File: src/rtl/io_arb_pkg.sv
`default_nettype none
// ============================================================================
//  Module      : io_arb_pkg
//  Description : Shared types and constants for the io_bus arbiter. Defines the
//                master id type, which is sized for the largest supported
//                master count, and the round-robin pointer advance helper.
//  Revision    : 1.0 - initial release
// ============================================================================
package io_arb_pkg;

    localparam int IO_ARB_MAX_MASTERS = 8;
    localparam int IO_ARB_ID_WIDTH    = $clog2(IO_ARB_MAX_MASTERS);

    typedef logic [IO_ARB_ID_WIDTH-1:0] master_id_t;

    // Pointer moves to the master just after the granted one. The wrap is an
    // explicit compare so that non-power-of-two master counts work.
    function automatic master_id_t next_ptr(input master_id_t id, input int n);
        return (int'(id) == n - 1) ? '0 : master_id_t'(id + master_id_t'(1));
    endfunction

endpackage
`default_nettype wire

File: src/rtl/io_bus_arbiter_rr_grant.sv
`default_nettype none
// ============================================================================
//  Module      : rr_grant
//  Description : Combinational round-robin grant. The request vector is rotated
//                so that the master at rr_ptr sits at position 0. The lowest set
//                bit is then picked, and the result is rotated back.
//  Ports       : req         - per-master request vector
//                rr_ptr      - master with highest priority this cycle
//                grant       - one-hot grant, zero when nothing is requesting
//                grant_id    - encoded id of the granted master
//                grant_valid - a grant was issued
//  Revision    : 1.0 - initial release
// ============================================================================
module rr_grant
    import io_arb_pkg::*;
#(
    parameter int NUM_MASTERS = 2
) (
    input  logic [NUM_MASTERS-1:0] req,
    input  master_id_t             rr_ptr,
    output logic [NUM_MASTERS-1:0] grant,
    output master_id_t             grant_id,
    output logic                   grant_valid
);

    logic [NUM_MASTERS-1:0] w_rot;
    logic                   w_found;
    int                     w_off;
    int                     w_sum;

    always_comb begin
        w_rot       = '0;
        w_found     = 1'b0;
        w_off       = 0;
        w_sum       = 0;
        grant       = '0;
        grant_id    = '0;
        grant_valid = 1'b0;

        // Rotate. Both loop bounds are constant, so every bit index stays static.
        // rr_ptr < NUM_MASTERS, so one conditional subtract is enough to wrap.
        for (int i = 0; i < NUM_MASTERS; i++) begin
            for (int j = 0; j < NUM_MASTERS; j++) begin
                if (((int'(rr_ptr) + i >= NUM_MASTERS) ? int'(rr_ptr) + i - NUM_MASTERS
                                                       : int'(rr_ptr) + i) == j) begin
                    w_rot[i] = req[j];
                end
            end
        end

        // Priority-encode the rotated vector.
        for (int i = 0; i < NUM_MASTERS; i++) begin
            if (!w_found && w_rot[i]) begin
                w_found = 1'b1;
                w_off   = i;
            end
        end

        // Un-rotate back to an absolute master index.
        w_sum = int'(rr_ptr) + w_off;
        if (w_sum >= NUM_MASTERS) begin
            w_sum = w_sum - NUM_MASTERS;
        end

        grant_valid = w_found;
        if (w_found) begin
            grant_id = master_id_t'(w_sum);
            for (int j = 0; j < NUM_MASTERS; j++) begin
                grant[j] = (w_sum == j);
            end
        end
    end

endmodule
`default_nettype wire

File: src/rtl/io_bus_arbiter.sv
`default_nettype none
// ============================================================================
//  Module      : io_bus_arbiter
//  Description : Round-robin arbiter that shares the single io_bus port between
//                NUM_MASTERS requesters. It accepts one transaction per cycle,
//                and grants combinationally in the same cycle. Read data comes
//                back exactly one cycle after the grant and is steered to the
//                master that issued the read.
//  Ports       : clk, reset          - clock, asynchronous active-high reset
//                m_read_en/m_write_en - per-master requests
//                m_address/m_write_data - per-master request payload
//                m_ready             - one-hot acceptance, same cycle
//                m_read_valid        - one-hot read-return strobe
//                m_read_data         - shared read return data
//                s_*                 - io_bus side
//                perf_wait_cycles    - per-master stall counters, only present
//                                      when IO_ARB_PERF_EN is defined
//  Options     : IO_ARB_PERF_EN - adds the saturating wait-cycle counters
//  Revision    : 1.0 - initial release
// ============================================================================
module io_bus_arbiter
    import io_arb_pkg::*;
#(
    parameter int NUM_MASTERS = 2,
    parameter int ADDR_WIDTH  = 32,
    parameter int DATA_WIDTH  = 32
) (
    input  logic                                    clk,
    input  logic                                    reset,
    input  logic [NUM_MASTERS-1:0]                  m_read_en,
    input  logic [NUM_MASTERS-1:0]                  m_write_en,
    input  logic [NUM_MASTERS-1:0][ADDR_WIDTH-1:0]  m_address,
    input  logic [NUM_MASTERS-1:0][DATA_WIDTH-1:0]  m_write_data,
    output logic [NUM_MASTERS-1:0]                  m_ready,
    output logic [NUM_MASTERS-1:0]                  m_read_valid,
    output logic [DATA_WIDTH-1:0]                   m_read_data,
    output logic                                    s_read_en,
    output logic                                    s_write_en,
    output logic [ADDR_WIDTH-1:0]                   s_address,
    output logic [DATA_WIDTH-1:0]                   s_write_data,
    input  logic [DATA_WIDTH-1:0]                   s_read_data
`ifdef IO_ARB_PERF_EN
    ,
    output logic [NUM_MASTERS-1:0][31:0]            perf_wait_cycles
`endif
);

    logic [NUM_MASTERS-1:0] w_req;
    logic [NUM_MASTERS-1:0] w_grant;
    master_id_t             w_grant_id;
    logic                   w_grant_valid;

    master_id_t             r_rr_ptr;
    logic                   r_resp_pending;
    master_id_t             r_resp_id;

    // No grants while reset is held, so every output reads zero during reset.
    assign w_req = (m_read_en | m_write_en) & {NUM_MASTERS{~reset}};

    rr_grant #(
        .NUM_MASTERS (NUM_MASTERS)
    ) u_rr_grant (
        .req         (w_req),
        .rr_ptr      (r_rr_ptr),
        .grant       (w_grant),
        .grant_id    (w_grant_id),
        .grant_valid (w_grant_valid)
    );

    // Mux the granted master onto io_bus with AND-OR on the one-hot grant.
    // A read paired with a write from the same master is dropped, and the
    // write wins.
    always_comb begin
        m_ready      = w_grant;
        s_read_en    = |(w_grant & m_read_en & ~m_write_en);
        s_write_en   = |(w_grant & m_write_en);
        s_address    = '0;
        s_write_data = '0;
        for (int i = 0; i < NUM_MASTERS; i++) begin
            if (w_grant[i]) begin
                s_address    = m_address[i];
                s_write_data = m_write_data[i];
            end
        end
    end

    // Read return: io_bus data is already one cycle behind read_en, so it is
    // passed straight through. It is qualified by the registered pending flag.
    always_comb begin
        m_read_valid = '0;
        for (int i = 0; i < NUM_MASTERS; i++) begin
            m_read_valid[i] = r_resp_pending && (r_resp_id == master_id_t'(i));
        end
        m_read_data = r_resp_pending ? s_read_data : '0;
    end

    always_ff @(posedge clk or posedge reset) begin
        if (reset) begin
            r_rr_ptr       <= '0;
            r_resp_pending <= 1'b0;
            r_resp_id      <= '0;
        end else begin
            if (w_grant_valid) begin
                r_rr_ptr <= next_ptr(w_grant_id, NUM_MASTERS);
            end
            // One-deep pipeline. A new read may replace the previous one every
            // cycle, because the previous response is consumed in that cycle.
            r_resp_pending <= s_read_en;
            if (s_read_en) begin
                r_resp_id <= w_grant_id;
            end
        end
    end

`ifdef IO_ARB_PERF_EN
    logic [NUM_MASTERS-1:0][31:0] r_perf_wait;

    always_ff @(posedge clk or posedge reset) begin
        if (reset) begin
            r_perf_wait <= '0;
        end else begin
            for (int i = 0; i < NUM_MASTERS; i++) begin
                if (w_req[i] && !w_grant[i] && (r_perf_wait[i] != 32'hffff_ffff)) begin
                    r_perf_wait[i] <= r_perf_wait[i] + 32'd1;
                end
            end
        end
    end

    assign perf_wait_cycles = r_perf_wait;
`endif

`ifndef SYNTHESIS
    // Flags a master that raises read and write in the same cycle.
    a_rw_exclusive : assert property (@(posedge clk) disable iff (reset)
                                      !(|(m_read_en & m_write_en)));
`endif

endmodule
`default_nettype wire
File: config.mk
export PLATFORM = sky130hd
export DESIGN_NAME = io_bus_arbiter
export DESIGN_NICKNAME = d
export VERILOG_FILES = /design/src/rtl/io_arb_pkg.sv /design/src/rtl/io_bus_arbiter_rr_grant.sv /design/src/rtl/io_bus_arbiter.sv
export SDC_FILE = /design/constraint.sdc
export NUM_CORES = 1
export LEC_CHECK = 0
export BUFFER_PORTS_ARGS = -buffer_cell sky130_fd_sc_hd__buf_2
export CAP_MARGIN = 20
export CORE_AREA = 4 4 102 104
export DETAILED_ROUTE_END_ITERATION = 10
export DIE_AREA = 0 0 106 108
export MAX_ROUTING_LAYER = met4
export SYNTH_ARGS = -nofsm -noshare
export SYNTH_HDL_FRONTEND = slang
export SYNTH_SLANG_ARGS = --single-unit
File: constraint.sdc
create_clock -name clk -period 4.8 [get_ports clk]
set_clock_uncertainty 0.15 [all_clocks]
set_input_delay 0.48 -clock clk [delete_from_list [all_inputs] [get_ports clk]]
set_output_delay 0.48 -clock clk [all_outputs]
set_load 0.05 [all_outputs]
==> Word-level counts from Yosys, hierarchy flattened <==
Cells that the tools add are included.
{ "totals": {"ff_bits": 7, "word_cells": 52} }
{ "op_classes": {"addsub": 6, "n_lt_le_gt_ge": 3, "eq_ne": 5, "muxes": 18, "n_bitwise": 7, "reduce_logical": 10} }
{ "ops": {"columns": ["operator", "n"], "rows": [
  ["$mux 32", 8],
  ["$eq 32x2->1 const B", 3],
  ["$logic_not 32->1", 3],
  ["$ge 32x3->1 const B", 2],
  ["$sub 32x3->32 const B", 2],
  ["$and 2x2->2", 4],
  ["$mux 1", 7],
  ["$mux 3", 2],
  ["$add 3x1->4", 1],
  ["$add 3x1->4 const B", 1],
  ["$reduce_or 2->1", 2],
  ["$sub 3x2->4 const B", 1],
  ["$add 3x1->3 const B", 1],
  ["$eq 3x1->1 const B", 1],
  ["$eq 3x2->1 const B", 1],
  ["$ge 3x2->1 const B", 1],
  ["$logic_and 1x1->1", 3],
  ["$logic_not 3->1", 1],
  ["$mux 2", 1],
  ["$not 2->2", 1],
  ["$or 2x2->2", 1],
  ["$logic_not 1->1", 1],
  ["$not 1->1", 1]
]} }

==> Depth between registers and ports, before layout <==
{ "depth": {"ltp_word": 17, "depth_mapped": 13, "mapped_depth_nobuf": 13} }

==> Hierarchy <==
Synthesis repeated with hierarchy kept, for this count alone.
{ "hier_totals": {"hier_cells": 193, "hier_area_um2": 1666.6} }
{ "by_module_without_submodules": {"columns": ["module", "instances", "cells_per_inst", "area_each_um2"], "rows": [
  ["io_bus_arbiter", 1, 150, 1286.2],
  ["rr_grant", 1, 43, 380.4]
]} }

==> Least setup slack after synthesis <==
Ideal clock, no wire load.
{ "synth_timing": {"path_type": "flip-flop to output port", "start": "register r_rr_ptr[0]", "end": "output s_address[0]", "t_arrival_ns": 3.572, "setup_slack_ns": 0.598, "path_stages_with_launch": 14, "path_cell_list": "dfrtp_1 > ha_1 > xnor2_1 > ha_1 > ha_1 > nand4bb_1 > a21oi_1 > o211ai_1 > nor2_1 > ha_1 > buf_2 > clkbuf_1 > mux2i_1 > nor2_1"} }
{ "synth_between": {"elab_chain_len": 16, "elab_cells_between_ends": 29, "classes_between": "add/sub (5); order compare (3); eq/ne (3); mux (13); reduce/logical (5)"} }
{ "synth_rtl": {"columns": ["item", "line", "rtl"], "rows": [
  ["from (decl)", "io_bus_arbiter.sv:53", "master_id_t r_rr_ptr;"],
  ["from (signal assigned)", "io_bus_arbiter.sv:104", "r_rr_ptr <= next_ptr(w_grant_id, NUM_MASTERS);"],
  ["branches (longest 13 deep; another with $sub 32x3->32)", null, null],
  ["$mux 2 (*)", "io_bus_arbiter_rr_grant.sv:66", "if (w_found) begin"],
  ["$mux 32", "io_bus_arbiter.sv:80", "if (w_grant[i]) begin"],
  ["$mux 32 (*)", "io_bus_arbiter.sv:80", null],
  ["to (decl)", "io_bus_arbiter.sv:39", "output logic [ADDR_WIDTH-1:0] s_address,"]
]} }
Mark *: on every way between the ends.

==> Worst setup path after layout <==
{ "layout_timing": {"start": "register r_rr_ptr[0]", "end": "output s_read_en"} }
{ "layout_between": {"elab_chain_len": 17, "elab_cells_between_ends": 30, "classes_between": "add/sub (5); order compare (3); eq/ne (3); mux (11); bitwise (2); reduce/logical (6)"} }
{ "layout_rtl": {"columns": ["item", "line", "rtl"], "rows": [
  ["branches (longest 13 deep; another with $sub 32x3->32)", null, null],
  ["$mux 2 (*)", "io_bus_arbiter_rr_grant.sv:66", null],
  ["$and 2x2->2 (*) (2 in a row)", "io_bus_arbiter.sv:75", "s_read_en = |(w_grant & m_read_en & ~m_write_en);"],
  ["$reduce_or 2->1 (*)", "io_bus_arbiter.sv:75", null],
  ["to (decl)", "io_bus_arbiter.sv:37", "output logic s_read_en,"]
]} }
Marks and branches as above.

==> report_table.html <==
<table>
<tr><th>Metric</th><th>Value</th></tr>
<tr><th colspan="2">Timing</th></tr>
<tr><td>Count of endpoints failing hold in the final timing report</td><td>0</td></tr>
<tr><td>Least-Margin Pin Slew</td><td>778 ps</td></tr>
<tr><td>RSZ-0062 raised after global routing</td><td>false</td></tr>
<tr><td>Max_slew headroom</td><td>47.9%</td></tr>
<tr><td>Final slew viol count</td><td>0</td></tr>
<tr><td>Shortest period the worst path allows</td><td>4320 ps</td></tr>
<tr><td>Maximum frequency from static timing analysis</td><td>232 MHz</td></tr>
<tr><td>Number of failing setup endpoints in the final timing report</td><td>0</td></tr>
<tr><td>Final cycle utilization of the critical path</td><td>89.9%</td></tr>
<tr><td>Final total negative setup slack</td><td>0 ps</td></tr>
<tr><td>Worst hold slack</td><td>69.6 ps</td></tr>
<tr><th colspan="2">Floorplan</th></tr>
<tr><td>Site Rows</td><td>36</td></tr>
<tr><td>Effective utilization at floorplan</td><td>18.1%</td></tr>
<tr><td>Number of ports placed on the die boundary</td><td>268</td></tr>
<tr><td>Die Width</td><td>106 um</td></tr>
<tr><td>Core Footprint</td><td>9550 um^2</td></tr>
<tr><td>Die height</td><td>108 um</td></tr>
<tr><td>Die Area</td><td>11400 um^2</td></tr>
<tr><th colspan="2">Detailed routing</th></tr>
<tr><td>Drt drc</td><td>0</td></tr>
<tr><td>Average routed wire per standard cell</td><td>13.5 um</td></tr>
<tr><td>Per-cell via count in the routed design</td><td>4.14</td></tr>
<tr><td>Number of nets with antenna violations after routing</td><td>0</td></tr>
<tr><td>Routed via count</td><td>2620</td></tr>
<tr><td>DR pass1 iterations</td><td>4</td></tr>
<tr><td>Post-detailed-routing wire length</td><td>8550 um</td></tr>
<tr><td>Number of design-rule violations left by the first detailed-router iteration</td><td>107</td></tr>
<tr><th colspan="2">Yosys</th></tr>
<tr><td>Share of synthesized registers carrying an async set or reset</td><td>100%</td></tr>
<tr><td>Netlist area before placement</td><td>1730 um^2</td></tr>
<tr><td>Share of the yosys chip area belonging to registers</td><td>10.1%</td></tr>
<tr><td>Share of the synthesized area in the top cell type</td><td>37.6%</td></tr>
<tr><td>Nets in the synthesized netlist</td><td>413</td></tr>
<tr><td>Number of synthesis warnings</td><td>0</td></tr>
<tr><td>Average cell area after synthesis</td><td>7.15 um^2</td></tr>
<tr><td>Post-synthesis cell type count</td><td>32</td></tr>
<tr><td>Most used flip-flop cell after synthesis</td><td>dfrtp_1</td></tr>
<tr><td>EDFF count, synth</td><td>0</td></tr>
<tr><td>#FFs+latches synth</td><td>7</td></tr>
<tr><td>Top area cells in the synthesized netlist</td><td>mux2i_1 (38%), nor2_1 (16%), and2_1 (13%)</td></tr>
<tr><td>Synth Instances</td><td>242</td></tr>
<tr><td>Library cell with the largest summed area after synthesis</td><td>mux2i_1</td></tr>
<tr><th colspan="2">Placed design</th></tr>
<tr><td>Count of buffers from port buffering</td><td>267</td></tr>
<tr><td>Gpl congestion</td><td>0.854</td></tr>
<tr><td>Placement-stage cell area</td><td>3170 um^2</td></tr>
<tr><td>Half-perimeter wire length after detailed placement</td><td>7630 um</td></tr>
<tr><td>DP Cell Count</td><td>627</td></tr>
<tr><th colspan="2">CTS</th></tr>
<tr><td>Gates resized, CTS repair</td><td>0</td></tr>
<tr><td>CTS buffer count</td><td>3</td></tr>
<tr><td>CTS HTree Levels</td><td>1</td></tr>
<tr><td>Buffer cell driving the clock tree root</td><td>clkbuf_8</td></tr>
<tr><td>Clock network latency to the later pin of the worst-skew pair</td><td>230 ps</td></tr>
<tr><td>CTS clk-pin slew, worst paths</td><td>40 ps</td></tr>
<tr><td>CTS sink cnt</td><td>7</td></tr>
<tr><td>TritonCTS clock tree</td><td>done</td></tr>
<tr><td>Maximum number of buffers from clock root to sink</td><td>2</td></tr>
<tr><th colspan="2">Critical path</th></tr>
<tr><td>CP required</td><td>4170 ps</td></tr>
<tr><td>Worst flop-to-flop path endpoint</td><td>r_resp_id[2]$_DFFE_PP0P_</td></tr>
<tr><td>CP endpoint kind</td><td>output pin</td></tr>
<tr><td>Type of element launching the critical path</td><td>flip-flop</td></tr>
<tr><td>Crit path max fanout</td><td>20</td></tr>
<tr><td>Worst reg2reg setup slack</td><td>1250 ps</td></tr>
<tr><td>Arrival @ worst endpoint</td><td>3690 ps</td></tr>
<tr><td>Number of cells traversed by the worst register-to-register path</td><td>13</td></tr>
<tr><td>CP Class</td><td>flip-flop to output pin</td></tr>
<tr><td>FF-to-FF Start</td><td>r_rr_ptr[0]$_DFFE_PP0N_</td></tr>
<tr><th colspan="2">Global route</th></tr>
<tr><td>Global-route wire length before repair</td><td>12300 um</td></tr>
<tr><td>Antenna violations before repair</td><td>1</td></tr>
<tr><td>Grt ovf</td><td>0</td></tr>
<tr><td>Via count of the first global-routing pass</td><td>2644</td></tr>
<tr><td>All-Layer GR Usage</td><td>13.6%</td></tr>
<tr><td>Largest net degree at the start of global routing</td><td>38</td></tr>
<tr><th colspan="2">Finish</th></tr>
<tr><td>Utilization after layout</td><td>33.9%</td></tr>
<tr><td>Share of layout cells above drive strength 1</td><td>55.9%</td></tr>
<tr><td>Final Instance Area</td><td>3240 um^2</td></tr>
<tr><td>Final non-filler cell total</td><td>633</td></tr>
<tr><td>Most common cell after layout, fill and taps aside</td><td>buf_2</td></tr>
<tr><td>Most frequent cells in the layout</td><td>buf_2 (267), nor2_1 (72), mux2i_1 (65)</td></tr>
<tr><td>Area added between synthesis and finish</td><td>87.3%</td></tr>
<tr><td>Nets</td><td>671</td></tr>
<tr><td>Final-layout fill cell count</td><td>1063</td></tr>
<tr><th colspan="2">Power</th></tr>
<tr><td>Power per Cell Area</td><td>583 nW/um^2</td></tr>
<tr><td>Worst ir drop on vdd</td><td>338 uV</td></tr>
<tr><td>Leakage power</td><td>2.02 nW</td></tr>
<tr><th colspan="2">Run status</th></tr>
<tr><td>Run status</td><td>finished, final reports clean</td></tr>
<tr><th colspan="2">Job</th></tr>
<tr><td>Max-cap viol count</td><td>0</td></tr>
<tr><th colspan="2">Worst hold path</th></tr>
<tr><td>Hold Path Class</td><td>input pin to asynchronous set/reset pin</td></tr>
</table>
## power breakdown
group	switching, mW	leakage, nW	internal (mW)
clock	0.0267	0.0228	0.0576
combinational	1.18	1.90	0.532
sequential	0.0260	0.0951	0.0684
total	1.23	2.02	0.658
## timing repair
item                                    CTS  global route
endpoints found under the setup margin    0             1
hold endpoints to repair                  0             0
hold buffers                              0             0
setup buffers                             0             1
## synthesized netlist by cell type, types with 2 or more instances
master,n
o211ai_1,2
nor3_1,2
buf_6,4
buf_2,4
and2_1,35
inv_1,4
nand2b_1,2
mux2i_1,65
a21oi_1,5
ha_1,5
nor2_1,72
nand3_1,5
dfrtp_1,7
clkbuf_1,9
o21ai_0,3
nand2_1,2
## logic make-up (layout without fill, tap and decap cells)
kind of cell    Yosys count  count (layout)  synth area share [%]
flops                     7               7                  10.1
mux                      65              65                  37.6
buf+inv                  23             280                  7.23
xor+xnor                  1               1                 0.506
compound gates           17              17                  6.65
simple gates            124             124                  34.3
fa+ha+maj                 5               5                  3.62
other cells               0               1                     0
## stage by stage
stage	setup slack [ps]	total power, mW
finish	483	1.89
detailed placement	516	1.79
CTS	266	1.88
global placement	621	1.77
global route	121	2.00
floorplan	598	1.42
## layout make-up
type	instances	area [um^2]	share of cell area (%)
Multi-Input combinational cell	212	1450	44.7
Clock buffer	4	45.0	1.39
Sequential cell	7	175	5.41
Inverter	4	15.0	0.463
Antenna cell	1	2.50	0.0772
Timing Repair Buffer	272	1390	42.8
Tap cell	133	166	5.14
## routing by layer
metal | share of wire (%) | vias to the layer above | GRT usage (%) | wire, um
met5 | 0 | - | - | 0
met4 | 0.82 | 0 | 3.33 | 70
met3 | 11 | 4 | 3.64 | 927
met2 | 54 | 153 | 27.0 | 4600
met1 | 35 | 1129 | 13.1 | 2960
li1 | - | 1334 | - | -
## how the worst max path moves through the flow
stage | from | cells after the start | slack (ps) | to
after CTS | r_rr_ptr[0]$_DFFE_PP0N_ | 13 | 270 | s_address[22]
after floorplan | r_rr_ptr[0]$_DFFE_PP0N_ | 13 | 600 | s_address[0]
after global placement | r_rr_ptr[0]$_DFFE_PP0N_ | 13 | 620 | s_write_data[1]
after detailed placement | r_rr_ptr[0]$_DFFE_PP0N_ | 13 | 520 | s_address[22]
after global routing | r_rr_ptr[0]$_DFFE_PP0N_ | 14 | 120 | s_read_en
final | r_rr_ptr[0]$_DFFE_PP0N_ | 14 | 480 | s_read_en
## sequential cells by signal, indices dropped and copies added, names as in the netlist
register / flops
r_resp_pending: 1
r_rr_ptr: 3
r_resp_id: 3
## critical path: stages (launching register included)
cell	delay [ps]
dfrtp_1	500
ha_1	290
xnor2_1	130
ha_1	200
ha_1	270
nand4bb_1	100
a21oi_1	70
o211ai_1	390
nor2_1	150
ha_4	490
nand2_1	80
o21ai_0	100
o311ai_0	260
inv_1	140
buf_2	280
Note: power is estimated with default switching activity, not from simulation.
